===== src/rtl/cpu_clock_controller_if.sv =====
// rtl/cpu_clock_controller_if.sv - operator/core control and clock-enable bundle for cpu_clock_controller
interface cpu_clock_controller_if #(
  parameter int DIV_WIDTH = 28,
  parameter int CNT_WIDTH = 32
);
  logic                 run_sw;
  logic                 step_btn;
  logic                 halt_req;
  logic [DIV_WIDTH-1:0] div_value;
  logic                 cpu_ce;
  logic                 tick_led;
  logic [1:0]           state_o;
  logic [CNT_WIDTH-1:0] ce_count;

  modport master (
    output run_sw, step_btn, halt_req, div_value,
    input  cpu_ce, tick_led, state_o, ce_count
  );

  modport slave (
    input  run_sw, step_btn, halt_req, div_value,
    output cpu_ce, tick_led, state_o, ce_count
  );
endinterface


===== src/rtl/cpu_clock_controller.sv =====
// rtl/cpu_clock_controller.sv - run/step/halt clock-enable generator for the core
module cpu_clock_controller #(
  parameter int DIV_WIDTH       = 28,
  parameter int DEBOUNCE_CYCLES = 1000000,
  parameter int CNT_WIDTH       = 32
) (
  input  logic                 clk_in,
  input  logic                 rst,
  cpu_clock_controller_if.slave bus
);

  localparam int DB_W = (DEBOUNCE_CYCLES > 1) ? $clog2(DEBOUNCE_CYCLES) : 1;
  localparam logic [DB_W-1:0] DB_LAST = DB_W'(DEBOUNCE_CYCLES - 1);

  localparam logic [1:0] ST_IDLE   = 2'b00;
  localparam logic [1:0] ST_RUN    = 2'b01;
  localparam logic [1:0] ST_STEP   = 2'b10;
  localparam logic [1:0] ST_HALTED = 2'b11;

  logic [1:0]           run_sync_q;
  logic [1:0]           step_sync_q;
  logic                 run_s;
  logic                 step_s;

  logic [DB_W-1:0]      deb_cnt_q, deb_cnt_d;
  logic                 deb_lvl_q, deb_lvl_d;
  logic                 step_evt_q, step_evt_d;

  logic [1:0]           state_q, state_d;
  logic [DIV_WIDTH-1:0] period_q, period_d;
  logic [DIV_WIDTH-1:0] div_q, div_d;
  logic [DIV_WIDTH-1:0] div_eff;
  logic                 ce_q, ce_d;
  logic                 tick_q, tick_d;
  logic [CNT_WIDTH-1:0] ce_count_q, ce_count_d;

  assign run_s  = run_sync_q[1];
  assign step_s = step_sync_q[1];

  // A zero divisor would never produce a pulse, so it runs at full rate instead
  assign div_eff = (bus.div_value == '0) ? DIV_WIDTH'(1) : bus.div_value;

  // Two-flop synchronizers for the asynchronous switch and button
  always_ff @(posedge clk_in or posedge rst) begin
    if (rst) begin
      run_sync_q  <= '0;
      step_sync_q <= '0;
    end else begin
      run_sync_q  <= {run_sync_q[0], bus.run_sw};
      step_sync_q <= {step_sync_q[0], bus.step_btn};
    end
  end

  // Debounce: accept a new button level only after an unbroken run of mismatching cycles
  always_comb begin
    deb_cnt_d = '0;
    deb_lvl_d = deb_lvl_q;
    if (step_s != deb_lvl_q) begin
      if (deb_cnt_q == DB_LAST) begin
        deb_lvl_d = step_s;
      end else begin
        deb_cnt_d = deb_cnt_q + DB_W'(1);
      end
    end
    step_evt_d = deb_lvl_d & ~deb_lvl_q;
  end

  // Debouncer state and the one-cycle press event
  always_ff @(posedge clk_in or posedge rst) begin
    if (rst) begin
      deb_cnt_q  <= '0;
      deb_lvl_q  <= 1'b0;
      step_evt_q <= 1'b0;
    end else begin
      deb_cnt_q  <= deb_cnt_d;
      deb_lvl_q  <= deb_lvl_d;
      step_evt_q <= step_evt_d;
    end
  end

  // Mode FSM; ce_d is decided one cycle ahead so cpu_ce coincides with STEP and period ends
  always_comb begin
    state_d  = state_q;
    period_d = period_q;
    div_d    = div_q;
    ce_d     = 1'b0;
    case (state_q)
      ST_IDLE: begin
        if (bus.halt_req) begin
          state_d = ST_HALTED;
        end else if (run_s) begin
          state_d  = ST_RUN;
          div_d    = div_eff;
          period_d = '0;
        end else if (step_evt_q) begin
          state_d = ST_STEP;
          ce_d    = 1'b1;
        end
      end
      ST_RUN: begin
        if (bus.halt_req) begin
          state_d  = ST_HALTED;
          period_d = '0;
        end else if (!run_s) begin
          state_d  = ST_IDLE;
          period_d = '0;
        end else if (period_q == div_q - DIV_WIDTH'(1)) begin
          ce_d     = 1'b1;
          period_d = '0;
          div_d    = div_eff;
        end else begin
          period_d = period_q + DIV_WIDTH'(1);
        end
      end
      ST_STEP: begin
        state_d = bus.halt_req ? ST_HALTED : ST_IDLE;
      end
      ST_HALTED: begin
        if (!run_s) state_d = ST_IDLE;
      end
      default: state_d = ST_IDLE;
    endcase
    tick_d     = tick_q ^ ce_d;
    ce_count_d = ce_d ? ce_count_q + CNT_WIDTH'(1) : ce_count_q;
  end

  // FSM, period counter and registered outputs
  always_ff @(posedge clk_in or posedge rst) begin
    if (rst) begin
      state_q    <= ST_IDLE;
      period_q   <= '0;
      div_q      <= '0;
      ce_q       <= 1'b0;
      tick_q     <= 1'b0;
      ce_count_q <= '0;
    end else begin
      state_q    <= state_d;
      period_q   <= period_d;
      div_q      <= div_d;
      ce_q       <= ce_d;
      tick_q     <= tick_d;
      ce_count_q <= ce_count_d;
    end
  end

  assign bus.cpu_ce   = ce_q;
  assign bus.tick_led = tick_q;
  assign bus.state_o  = state_q;
  assign bus.ce_count = ce_count_q;

endmodule


===== src/flat_wrapper.sv =====
// flat-port wrapper written by rule: the top's interface ports become plain ports
module cpu_clock_controller_flat 
#(
  parameter int DIV_WIDTH       = 28,
  parameter int DEBOUNCE_CYCLES = 1000000,
  parameter int CNT_WIDTH       = 32
)
  (clk_in, rst, bus_run_sw, bus_step_btn, bus_halt_req, bus_div_value, bus_cpu_ce, bus_tick_led, bus_state_o, bus_ce_count);
  cpu_clock_controller_if #(.DIV_WIDTH(DIV_WIDTH), .CNT_WIDTH(CNT_WIDTH)) bus_i ();
  input  logic clk_in;
  input  logic rst;
  input wire logic [$bits(bus_i.run_sw)-1:0] bus_run_sw;
  input wire logic [$bits(bus_i.step_btn)-1:0] bus_step_btn;
  input wire logic [$bits(bus_i.halt_req)-1:0] bus_halt_req;
  input wire logic [$bits(bus_i.div_value)-1:0] bus_div_value;
  output wire logic [$bits(bus_i.cpu_ce)-1:0] bus_cpu_ce;
  output wire logic [$bits(bus_i.tick_led)-1:0] bus_tick_led;
  output wire logic [$bits(bus_i.state_o)-1:0] bus_state_o;
  output wire logic [$bits(bus_i.ce_count)-1:0] bus_ce_count;
  assign bus_i.run_sw = bus_run_sw;
  assign bus_i.step_btn = bus_step_btn;
  assign bus_i.halt_req = bus_halt_req;
  assign bus_i.div_value = bus_div_value;
  assign bus_cpu_ce = bus_i.cpu_ce;
  assign bus_tick_led = bus_i.tick_led;
  assign bus_state_o = bus_i.state_o;
  assign bus_ce_count = bus_i.ce_count;
  cpu_clock_controller #(.DIV_WIDTH(DIV_WIDTH), .DEBOUNCE_CYCLES(DEBOUNCE_CYCLES), .CNT_WIDTH(CNT_WIDTH)) u_core (.clk_in(clk_in), .rst(rst), .bus(bus_i));
endmodule

===== config.mk =====
export PLATFORM = sky130hd
export DESIGN_NAME = cpu_clock_controller_flat
export DESIGN_NICKNAME = d
export VERILOG_FILES = /design/src/rtl/cpu_clock_controller_if.sv /design/src/rtl/cpu_clock_controller.sv /design/src/flat_wrapper.sv
export SDC_FILE = /design/constraint.sdc
export NUM_CORES = 1
export LEC_CHECK = 0
export BUFFER_PORTS_ARGS = -buffer_cell sky130_fd_sc_hd__buf_2
export CORE_ASPECT_RATIO = 0.75
export CORE_UTILIZATION = 40
export DETAILED_ROUTE_END_ITERATION = 10
export PLACE_DENSITY = 0.61
export SLEW_MARGIN = 20
export SYNTH_ARGS = -nofsm -noshare
export SYNTH_HDL_FRONTEND = slang
export SYNTH_SLANG_ARGS = --single-unit

===== constraint.sdc =====
create_clock -name clk_in -period 4.8 [get_ports clk_in]
set_input_delay 0.24 -clock clk_in [delete_from_list [all_inputs] [get_ports clk_in]]
set_output_delay 0.24 -clock clk_in [all_outputs]
set_load 0.005 [all_outputs]

==> metrics.txt, run 1 <==
slew at the pin closest to its max-slew limit=939 ps; Placed Area=~7000 um2; # fillers=1457; largest fanout on the critical path=19; Die W=150 um; type of the setup path with the least slack=reg2reg; total power draw=0.00331 W; capture point of the worst reg-to-reg path=u_core.bus.ce_count[26]; share of final-layout standard cells stronger than drive strength 1=0.199; Seq/Total Area, Yosys=0.452; Layout Cell Area excl Fill=7650 um2; length in cells of the worst reg-to-reg path=10; Worst-Skew Late Latency=between 400 and 500 ps; WL/cell=16.6 um; skew final=between 8 and 9 ps; Crit path largest cell delay=580 ps; max-cap violation count=0; DR vias=5390; number of buffers inserted to repair setup after CTS=0; half-perimeter wire length after detailed placement=11100 um; Area growth, synth to finish=17.2%; Mapped Area=6530 um2; detailed router's first-iteration violation count=452; Cell Rows=40; number of endpoints with negative hold slack in the final report=55; startpoint type of the worst setup path=register; Post-Synthesis Net Count=710; reg-to-reg setup timing slack=around 520 ps; Data required, critical path=5130 ps; Distinct cells, synth=58; Critical path origin=u_core.div_q[11]; initial antenna violation count=0; Post-synth EDFFs=0; failing checks=hold timing; fraction of registers with async set/reset=1.00; register clock-pin slew on the reported worst setup and hold paths=60 ps; total negative slack for setup checks=0 ps; number of setup violations in the final report=0; total wire length=15800 um; end point of the critical path=u_core.bus.ce_count[26]; combined global-route utilization of all metal layers=0.201; number of vias per cell=5.63; final critical delay including setup and external delays=4280 ps; fmax=0.234 GHz; total overflow reported by the global router=0; tightest hold margin=-42.6 ps; number of global-route vias before repair=between 5k and 6k; number of ports placed on the die boundary=roughly 70; y dimension of the die=113 um; final weighted congestion in routability-driven placement=0.872; total power density per cell area=roughly 430 nW/um2; maximum number of pins on one net before global-route repair=a little over 80; worst ir drop on vdd=0.172 mV; clock tree from TritonCTS=yes; status=finished with violations; root buffer selected by CTS=clkbuf_16; setup repair after global routing missed its margin=no; cell depth of the worst setup path=10; worst path cell trace=nor4_1, nand3_1, o32ai_1, o2111ai_1, or4_1, nor4_1, a31oi_2, buf_4, nor4_1, xor2_1; most used flip-flop cell after synthesis=dfrtp_1; Detailed Routing Iterations Pass 1=5; total CTS buffers=17; number of gates given a new drive strength after cts=0; global-route wire length before repair=26500 um; Worst Hold Class=in2async; number of buffers on the longest clock path=2; yosys warns=0; die area=around 17000 um2; cell repeated most along the worst path=nor4_1; family of cells with the greatest summed delay on the critical path=simple AND/OR/NAND/NOR gates; count of buffers inserted at the top-level ports=68; Clock Sinks=118; Placeable Area=16000 um2; master of the slowest instance on the critical path=or4_1; syn_area_per_cell=9.70 um2; LEAKAGE=3.44 nW; number of instances in the synthesized netlist=673; count of buffer and inverter cells on the critical path=1; initial standard-cell utilization of the core=0.409; Hold-fix buffers, CTS=2; Final #Nets=771; count of pins over their slew limit=0; worst reg2reg path startpoint=u_core.div_q[11]; Max transition margin=0.372; Worst Setup End Kind=register; final period utilization=0.891; remaining antenna violation count=0; number of design rule violations left after detail routing=0; level count of the clock H-tree=4; Worst Path Arrival=4600 ps; number of synthesized register bits=118; Ant. Diodes=0
[synthesized netlist by cell type, types with 3 or more instances]
library cell / n / share of area
clkbuf_1: 26 / 0.015
nand3_1: 51 / 0.039
nand2_1: 56 / 0.032
and4_1: 6 / 0.0080
nor2_1: 54 / 0.031
a21o_1: 3 / 0.0034
o311ai_0: 12 / 0.016
mux2_4: 8 / 0.018
o31ai_1: 3 / 0.0034
or4_1: 5 / 0.0057
nor3_1: 23 / 0.018
or3_1: 11 / 0.011
nand2b_1: 5 / 0.0048
xor2_1: 47 / 0.063
a211o_1: 3 / 0.0040
or2_2: 7 / 0.0067
dfrtp_1: 118 / 0.45
nor4_1: 22 / 0.021
ha_1: 4 / 0.0077
o21ai_0: 15 / 0.011
nand3b_1: 3 / 0.0034
buf_2: 4 / 0.0031
inv_1: 12 / 0.0069
nor3b_1: 11 / 0.013
and3_1: 22 / 0.021
and2_1: 4 / 0.0038
a21oi_1: 19 / 0.015
xnor2_1: 32 / 0.043
nand4_1: 16 / 0.015
mux2_2: 21 / 0.036
mux2i_1: 5 / 0.0077
nor4b_1: 6 / 0.0080
nor2b_1: 4 / 0.0038
[report_power, final]
| part | total, W | internal [W] | switching [W] |
|---|---|---|---|
| clock | 0.00129 | 0.000828 | 0.000458 |
| combinational | 0.000650 | 0.000329 | 0.000321 |
| sequential | 0.00138 | 0.00112 | 0.000258 |
| total | 0.00331 | 0.00228 | 0.00104 |
[layer usage]
| layer | global-route usage | vias up | wire (um) |
|---|---|---|---|
| met5 | 0 | - | 0 |
| met4 | 0.0626 | 0 | 223 |
| li1 | - | 2561 | - |
| met1 | 0.292 | 2650 | 7790 |
| met3 | 0.0496 | 20 | 914 |
| met2 | 0.292 | 159 | 6910 |
[sequential cells by signal, indices dropped and copies added (netlist names)]
register	flops
u_core.bus.tick_led	1
u_core.run_sync_q	2
u_core.period_q	28
u_core.step_evt_q	1
u_core.div_q	28
u_core.bus.cpu_ce	1
u_core.bus.state_o	2
u_core.bus.ce_count	32
u_core.deb_lvl_q	1
u_core.step_sync_q	2
u_core.deb_cnt_q	20
[worst min-delay path by stage]
stage                                      from               endpoint  slack [ps]  depth (start not counted)
after detailed placement  u_core.step_sync_q[0]  u_core.step_sync_q[1]         340                          0
final                                       rst   u_core.deb_cnt_q[12]         -40                          2
after global routing                        rst   u_core.deb_cnt_q[12]          10                          2
after CTS                      bus_div_value[2]        u_core.div_q[2]          60                          2
after floorplan                      bus_run_sw   u_core.run_sync_q[0]         270                          0
after global placement    u_core.step_sync_q[0]  u_core.step_sync_q[1]         340                          0
[logic make-up after synthesis]
| kind of cell | share of synthesized area |
|---|---|
| multiplexers | 0.0623 |
| buffers and inverters | 0.0306 |
| XOR/XNOR | 0.106 |
| AO/OA/AOI/OAI | 0.0814 |
| AND/OR/NAND/NOR | 0.260 |
| flip-flops | 0.452 |
| adder cells (fa/ha/maj) | 0.00766 |
[cell type report]
type                    instances  area [um2]  area share
inverters                      12        50.0     0.00654
repair buffers                 76         405      0.0530
well taps                     210         263      0.0343
clock inverters                12         153      0.0199
multi-input cells             509        3380       0.442
clock buffers                  20         447      0.0584
flip-flops and latches        118        2950       0.386
[per-stage QoR]
| step | setup WS (ps) | cells | util |
|---|---|---|---|
| floorplan | 1400 | 673 | - |
| global placement | 871 | 923 | 0.441 |
| detailed placement | 619 | 923 | 0.441 |
| CTS | 568 | 957 | 0.479 |
| global route | 178 | 957 | 0.479 |
| finish | 522 | 957 | 0.479 |
[cell usage in the layout, fill, tap and decap left out, types with 3 or more instances in the layout]
master	count
clkbuf_16	17
and4_1	6
o21ai_0	15
a211o_1	3
a21o_1	3
xnor2_1	32
nor3_1	23
and3_1	22
nor4b_1	6
clkinv_2	3
or2_2	7
mux2_2	21
nor4_1	22
mux2i_1	5
o31ai_1	3
nor2b_1	4
o311ai_0	12
nor2_1	54
nor3b_1	11
nand2_1	56
nand4_1	16
xor2_1	47
nand2b_1	5
a21oi_1	19
nand3b_1	3
clkinvlp_4	4
or4_1	5
ha_1	4
mux2_4	8
nand3_1	51
buf_2	68
bufinv_16	3
inv_1	11
and2_1	4
dfrtp_1	118
or3_1	11
buf_4	6
(Power assumes the default switching activity.)
==> run 2, diff against run 1 <==
Settings changed: REMOVE_ABC_BUFFERS set to 1.
==> metrics.txt, run 2 (synthesis results as in run 1) <==
status=finished clean (was finished with violations); Worst Setup End Kind=register (unchanged); fmax=0.250 GHz (was 0.234 GHz); number of ports placed on the die boundary=69 (unchanged); initial antenna violation count=0 (unchanged); setup repair after global routing missed its margin=no (unchanged); Max transition margin=0.476 (was 0.372); final period utilization=0.833 (was 0.891); most frequent standard cell in the layout excluding fill and tap cells=dfrtp_1 (unchanged); startpoint type of the worst setup path=register (unchanged); register clock-pin slew on the reported worst setup and hold paths=60 ps (about the same); combinational cell fraction of total power=0.197 (was 0.196); Reg area=2950 um2 (unchanged); clock tree from TritonCTS=yes (unchanged); largest fanout on the critical path=24 (was 19); # fillers=1506 (was 1457); maximum number of pins on one net before global-route repair=64 (was 83); max reg flops=32 (unchanged); commonest cells after routing, fill and taps aside=118 x dfrtp_1, 68 x buf_2, 56 x nand2_1 (unchanged); total negative slack for setup checks=0 ps (unchanged); number of global-route vias before repair=5171 (was 5211); LEAKAGE=3.46 nW (was 3.44 nW); length in cells of the worst reg-to-reg path=11 (was 10); worst hold path cell count=2; type of the setup path with the least slack=reg2reg (unchanged); Area growth, synth to finish=17.7% (was 17.2%); root buffer selected by CTS=clkbuf_16 (unchanged); number of vias per cell=5.68 (was 5.63); level count of the clock H-tree=4 (unchanged); Clock Sinks=118 (unchanged); Worst Hold Path EP=u_core.div_q[21]; remaining antenna violation count=0 (unchanged); global-route wire length before repair=26700 um (was 26500 um); final critical delay including setup and external delays=4000 ps (was 4280 ps); total wire length=16100 um (was 15800 um); Cell Rows=40 (unchanged); Worst Path Arrival=4340 ps (was 4600 ps); max-cap violation count=0 (unchanged); number of setup violations in the final report=0 (unchanged); Worst-Skew Late Latency=420 ps (about the same); number of endpoints with negative hold slack in the final report=0 (was 55); total area of multi-input combinational cells=3390 um2 (was 3380 um2); reg-to-reg setup timing slack=800 ps (was 520 ps); share of final-layout standard cells stronger than drive strength 1=0.204 (was 0.199); relative contribution of the clock network to total power=0.388 (about the same); die area=16800 um2 (unchanged); Worst Hold Class=in2reg (was in2async); total CTS buffers=17 (unchanged); share of total power in sequential cells=0.415 (was 0.416); Ant. Diodes=0 (unchanged); Internal Power=0.00225 W (was 0.00228 W); startpoint of the most critical hold path=bus_div_value[21]; slew at the pin closest to its max-slew limit=786 ps (was 939 ps); capture point of the worst reg-to-reg path=u_core.bus.ce_count[3] (was u_core.bus.ce_count[26]); worst reg2reg path startpoint=u_core.div_q[10] (was u_core.div_q[11]); count of pins over their slew limit=0 (unchanged); Final #Nets=774 (was 771); number of design rule violations left after detail routing=0 (unchanged); Die W=150 um (unchanged); Placeable Area=16000 um2 (unchanged); net switching fraction of the power=0.323 (was 0.313); worst ir drop on vdd=0.186 mV (was 0.172 mV); Layout Cell Area excl Fill=7690 um2 (was 7650 um2); count of buffers inserted at the top-level ports=68 (unchanged); total power density per cell area=431 nW/um2 (was 433 nW/um2); combined global-route utilization of all metal layers=0.204 (was 0.201); DR vias=5448 (was 5390); total overflow reported by the global router=0 (unchanged); Detailed Routing Iterations Pass 1=5 (unchanged); half-perimeter wire length after detailed placement=11300 um (was 11100 um); skew final=7.22 ps (was 8.43 ps); Data required, critical path=5140 ps (was 5130 ps); Placed Area=7050 um2 (was 7030 um2); number of buffers on the longest clock path=2 (unchanged); y dimension of the die=113 um (unchanged); WL/cell=16.8 um (was 16.6 um); final weighted congestion in routability-driven placement=0.940 (was 0.872); detailed router's first-iteration violation count=405 (was 452); sw power=0.00107 W (was 0.00104 W); number of gates given a new drive strength after cts=0 (unchanged); initial standard-cell utilization of the core=0.409 (unchanged)
-- run 2: changes by cell type in the layout (fill, tap and decap cells not counted), moves of 2 or more --
cell and delta:
clkbuf_1 -2, clkinv_4 +5, clkinv_2 -2, buf_4 +2
-- run 2: cell type report --
class	instances	share of cell area
Multi-Input combinational cell	509	0.441
Clock buffer	19	0.0589
Sequential cell	118	0.384
Inverter	12	0.00618
Clock inverter	13	0.0194
Timing Repair Buffer	79	0.0560
Tap cell	210	0.0342
-- run 2: power groups by stage --
stage               Sequential [W]  Combinational, W  Clock, W
finish                     0.00138          0.000654   0.00129
global route               0.00140          0.000720   0.00135
CTS                        0.00137          0.000651   0.00131
detailed placement         0.00138          0.000644         0
global placement           0.00137          0.000636         0
floorplan                  0.00130          0.000511         0
-- run 2: worst max-delay path by stage --
stage / cells after the start / startpoint / end / slack, ps
finish: 11 / u_core.div_q[10] / u_core.bus.ce_count[3] / 800
global route: 10 / u_core.div_q[4] / u_core.bus.ce_count[3] / 500
CTS: 13 / u_core.div_q[0] / u_core.bus.ce_count[3] / 740
detailed placement: 11 / u_core.div_q[10] / u_core.bus.ce_count[3] / 770
global placement: 10 / u_core.div_q[11] / u_core.bus.ce_count[4] / 890
floorplan: 10 / u_core.div_q[0] / u_core.div_q[17] / 740
-- run 2: metal layers --
layer	track usage	vias to the layer above	wire [um]
li1	-	2567	-
met1	0.302	2707	8020
met3	0.0500	26	937
met2	0.279	148	6850
met4	0.0844	0	297
met5	0	-	0
-- run 2: critical path, stage by stage, from the launching register on --
cell and delay, ps:
dfrtp_1 440, nor4_1 460, nand3_1 290, buf_4 240, or3_1 350, a32oi_1 250, nand4_1 170, nor4_1 560
a31oi_4 360, buf_4 280, nor4_1 300, xor2_1 190
-- run 2: what timing repair did --
| item | CTS | global route |
|---|---|---|
| setup buffers | 0 | 0 |
| hold buffers | 3 | 0 |
| endpoints found under the hold margin | 23 | 0 |
-- run 2: through the flow --
step	instances	total power, W	hold slack [ps]	util	worst slack, ps
2_1_floorplan	639	0.00181	271	-	740
3_3_place_gp	925	0.00201	343	0.441	887
3_5_place_dp	925	0.00202	339	0.441	771
4_1_cts	960	0.00332	54.8	0.481	740
5_1_grt	960	0.00347	61.5	0.482	496
6_report	960	0.00332	70.0	0.482	802
==> run 3, diff against run 2 <==
Settings changed: PLACE_DENSITY 0.61 to 0.63.
Clock period 4.8 ns to 3.39 ns, I/O delays scaled along.
==> metrics.txt, run 3 (synthesis results as in run 1) <==
maximum number of pins on one net before global-route repair=72 (was 64); number of vias per cell=5.58 (was 5.68); startpoint of the most critical hold path=bus_div_value[11] (was bus_div_value[21]); Worst Setup End Kind=register (unchanged); least setup slack across all paths after layout=87.8 ps (was 802 ps); Placeable Area=16000 um2 (unchanged); clock tree from TritonCTS=yes (unchanged); Worst Path Arrival=3640 ps (was 4340 ps); count of pins over their slew limit=0 (unchanged); most frequent standard cell in the layout excluding fill and tap cells=dfrtp_1 (unchanged); Detailed Routing Iterations Pass 1=5 (unchanged); number of ports placed on the die boundary=69 (unchanged); max reg flops=32 (unchanged); DR vias=5661 (was 5448); share of final-layout standard cells stronger than drive strength 1=0.286 (was 0.204); total wire length=16800 um (was 16100 um); combined global-route utilization of all metal layers=0.207 (was 0.204); cell depth of the worst setup path=11 (unchanged); count of buffer and inverter cells on the critical path=2 (unchanged); slew at the pin closest to its max-slew limit=887 ps (was 786 ps); Ant. Diodes=0 (unchanged); end point of the critical path=u_core.bus.ce_count[23] (was u_core.bus.ce_count[3]); Worst Hold Class=in2reg (unchanged); Crit path largest cell delay=550 ps (was 560 ps); y dimension of the die=113 um (unchanged); setup repair after global routing missed its margin=yes (was no); LEAKAGE=4.05 nW (was 3.46 nW); initial standard-cell utilization of the core=0.409 (unchanged); global-route wire length before repair=27400 um (was 26700 um); worst ir drop on vdd=0.287 mV (was 0.186 mV); fmax=0.303 GHz (was 0.250 GHz); Clock Sinks=118 (unchanged); final critical delay including setup and external delays=3300 ps (was 4000 ps); family of cells with the greatest summed delay on the critical path=simple AND/OR/NAND/NOR gates (unchanged); die area=16800 um2 (unchanged); final weighted congestion in routability-driven placement=0.901 (was 0.940); Die W=150 um (unchanged); worst slack at placement=-220 ps (was 771 ps); number of setup violations in the final report=0 (unchanged); Layout Cells excl Fill=1015 (was 960); number of endpoints with negative hold slack in the final report=0 (unchanged); number of design rule violations left after detail routing=0 (unchanged); status=finished clean (unchanged); WL/cell=16.5 um (was 16.8 um); master of the slowest instance on the critical path=or4_4 (was nor4_1); Placed Cells=953 (was 925); worst path cell trace=or4_4, or3_4, a2111o_1, a32oi_1, nand4_1, nor4_4, buf_4, a31oi_4, buf_12, nor4b_4, xor2_1 (was nor4_1, nand3_1, buf_4, or3_1, a32oi_1, nand4_1, nor4_1, a31oi_4, buf_4, nor4_1, xor2_1); Worst-Skew Late Latency=420 ps (about the same); max-cap violation count=0 (unchanged); Final #Nets=831 (was 774); skew final=9.94 ps (was 7.22 ps); remaining antenna violation count=0 (unchanged); Max transition margin=0.409 (was 0.476); total overflow reported by the global router=0 (unchanged); capture point of the worst reg-to-reg path=u_core.bus.ce_count[23] (was u_core.bus.ce_count[3]); total CTS buffers=17 (unchanged); largest fanout on the critical path=8 (was 24); half-perimeter wire length after detailed placement=11300 um (about the same); number of buffers on the longest clock path=2 (unchanged); final period utilization=0.974 (was 0.833); reg-to-reg setup timing slack=90 ps (was 800 ps); register clock-pin slew on the reported worst setup and hold paths=50 ps (was 60 ps); count of buffers inserted at the top-level ports=68 (unchanged); Data required, critical path=3730 ps (was 5140 ps); level count of the clock H-tree=4 (unchanged); startpoint type of the worst setup path=register (unchanged); worst reg2reg path startpoint=u_core.div_q[11] (was u_core.div_q[10]); initial antenna violation count=0 (unchanged); type of the setup path with the least slack=reg2reg (unchanged); number of global-route vias before repair=5584 (was 5171); Area growth, synth to finish=31.9% (was 17.7%); total negative slack for setup checks=0 ps (unchanged); length in cells of the worst reg-to-reg path=11 (unchanged); total power density per cell area=578 nW/um2 (was 431 nW/um2); detailed router's first-iteration violation count=424 (was 405); commonest cells after routing, fill and taps aside=116 x dfrtp_1, 68 x buf_2, 56 x nand2_1 (was 118 x dfrtp_1, 68 x buf_2, 56 x nand2_1); Cell Rows=40 (unchanged); Critical path origin=u_core.div_q[11] (was u_core.div_q[10]); root buffer selected by CTS=clkbuf_16 (unchanged)
==> run 3: cell count changes in the layout (fill, tap and decap cells not counted), sizes merged <==
cell	change
buf	+36
bufinv	+1
clkbuf	+5
clkinv	-1
clkinvlp	-2
dlygate4sd3	+17
inv	-1
==> run 3: what timing repair did <==
action,CTS,global route
gates cloned,2,2
endpoints found under the setup margin,29,90
buffers inserted,3,5
hold buffers,20,0
gates resized for setup,38,37
pin swaps,10,28
endpoints found under the hold margin,88,0
==> run 3: how the worst min path moves through the flow <==
stage                     depth (start not counted)               endpoint
after floorplan                                   0   u_core.run_sync_q[0]
after global placement                            1  u_core.step_sync_q[0]
after detailed placement                          1  u_core.step_sync_q[0]
after CTS                                         2        u_core.div_q[7]
after global routing                              2       u_core.div_q[10]
final                                             2       u_core.div_q[11]
==> run 3: cell type report <==
type / count / area [um2]
Timing Repair Buffer: 136 / 1020
Clock buffer: 20 / 447
Sequential cell: 118 / 2960
Fill cell: 1392 / 7350
Tap cell: 210 / 263
Clock inverter: 10 / 131
Inverter: 12 / 47.5
Multi-Input combinational cell: 509 / 3750
==> run 3: through the flow <==
step | utilization | hold WS, ps | total power [W] | area (um2)
floorplan | - | 201 | 0.00256 | 6380
global placement | 0.457 | 279 | 0.00299 | 7300
detailed placement | 0.457 | 282 | 0.00304 | 7300
CTS | 0.525 | 0.855 | 0.00493 | 8380
global route | 0.540 | 2.58 | 0.00521 | 8620
finish | 0.540 | 10.5 | 0.00498 | 8620
==> run 3: routing by layer <==
layer  vias to the layer above  routed length (um)  track usage
met1                      2823                7830        0.277
met4                         0                 178       0.0687
met5                         -                   0            0
met3                        20                 739       0.0443
met2                       136                8010        0.332
li1                       2682                   -            -
==> run 3: report_power, final <==
group          leakage (nW)  internal, W  switching, W
Clock                 0.285      0.00116      0.000635
Sequential             1.56      0.00159      0.000247
Combinational          2.20     0.000683      0.000669
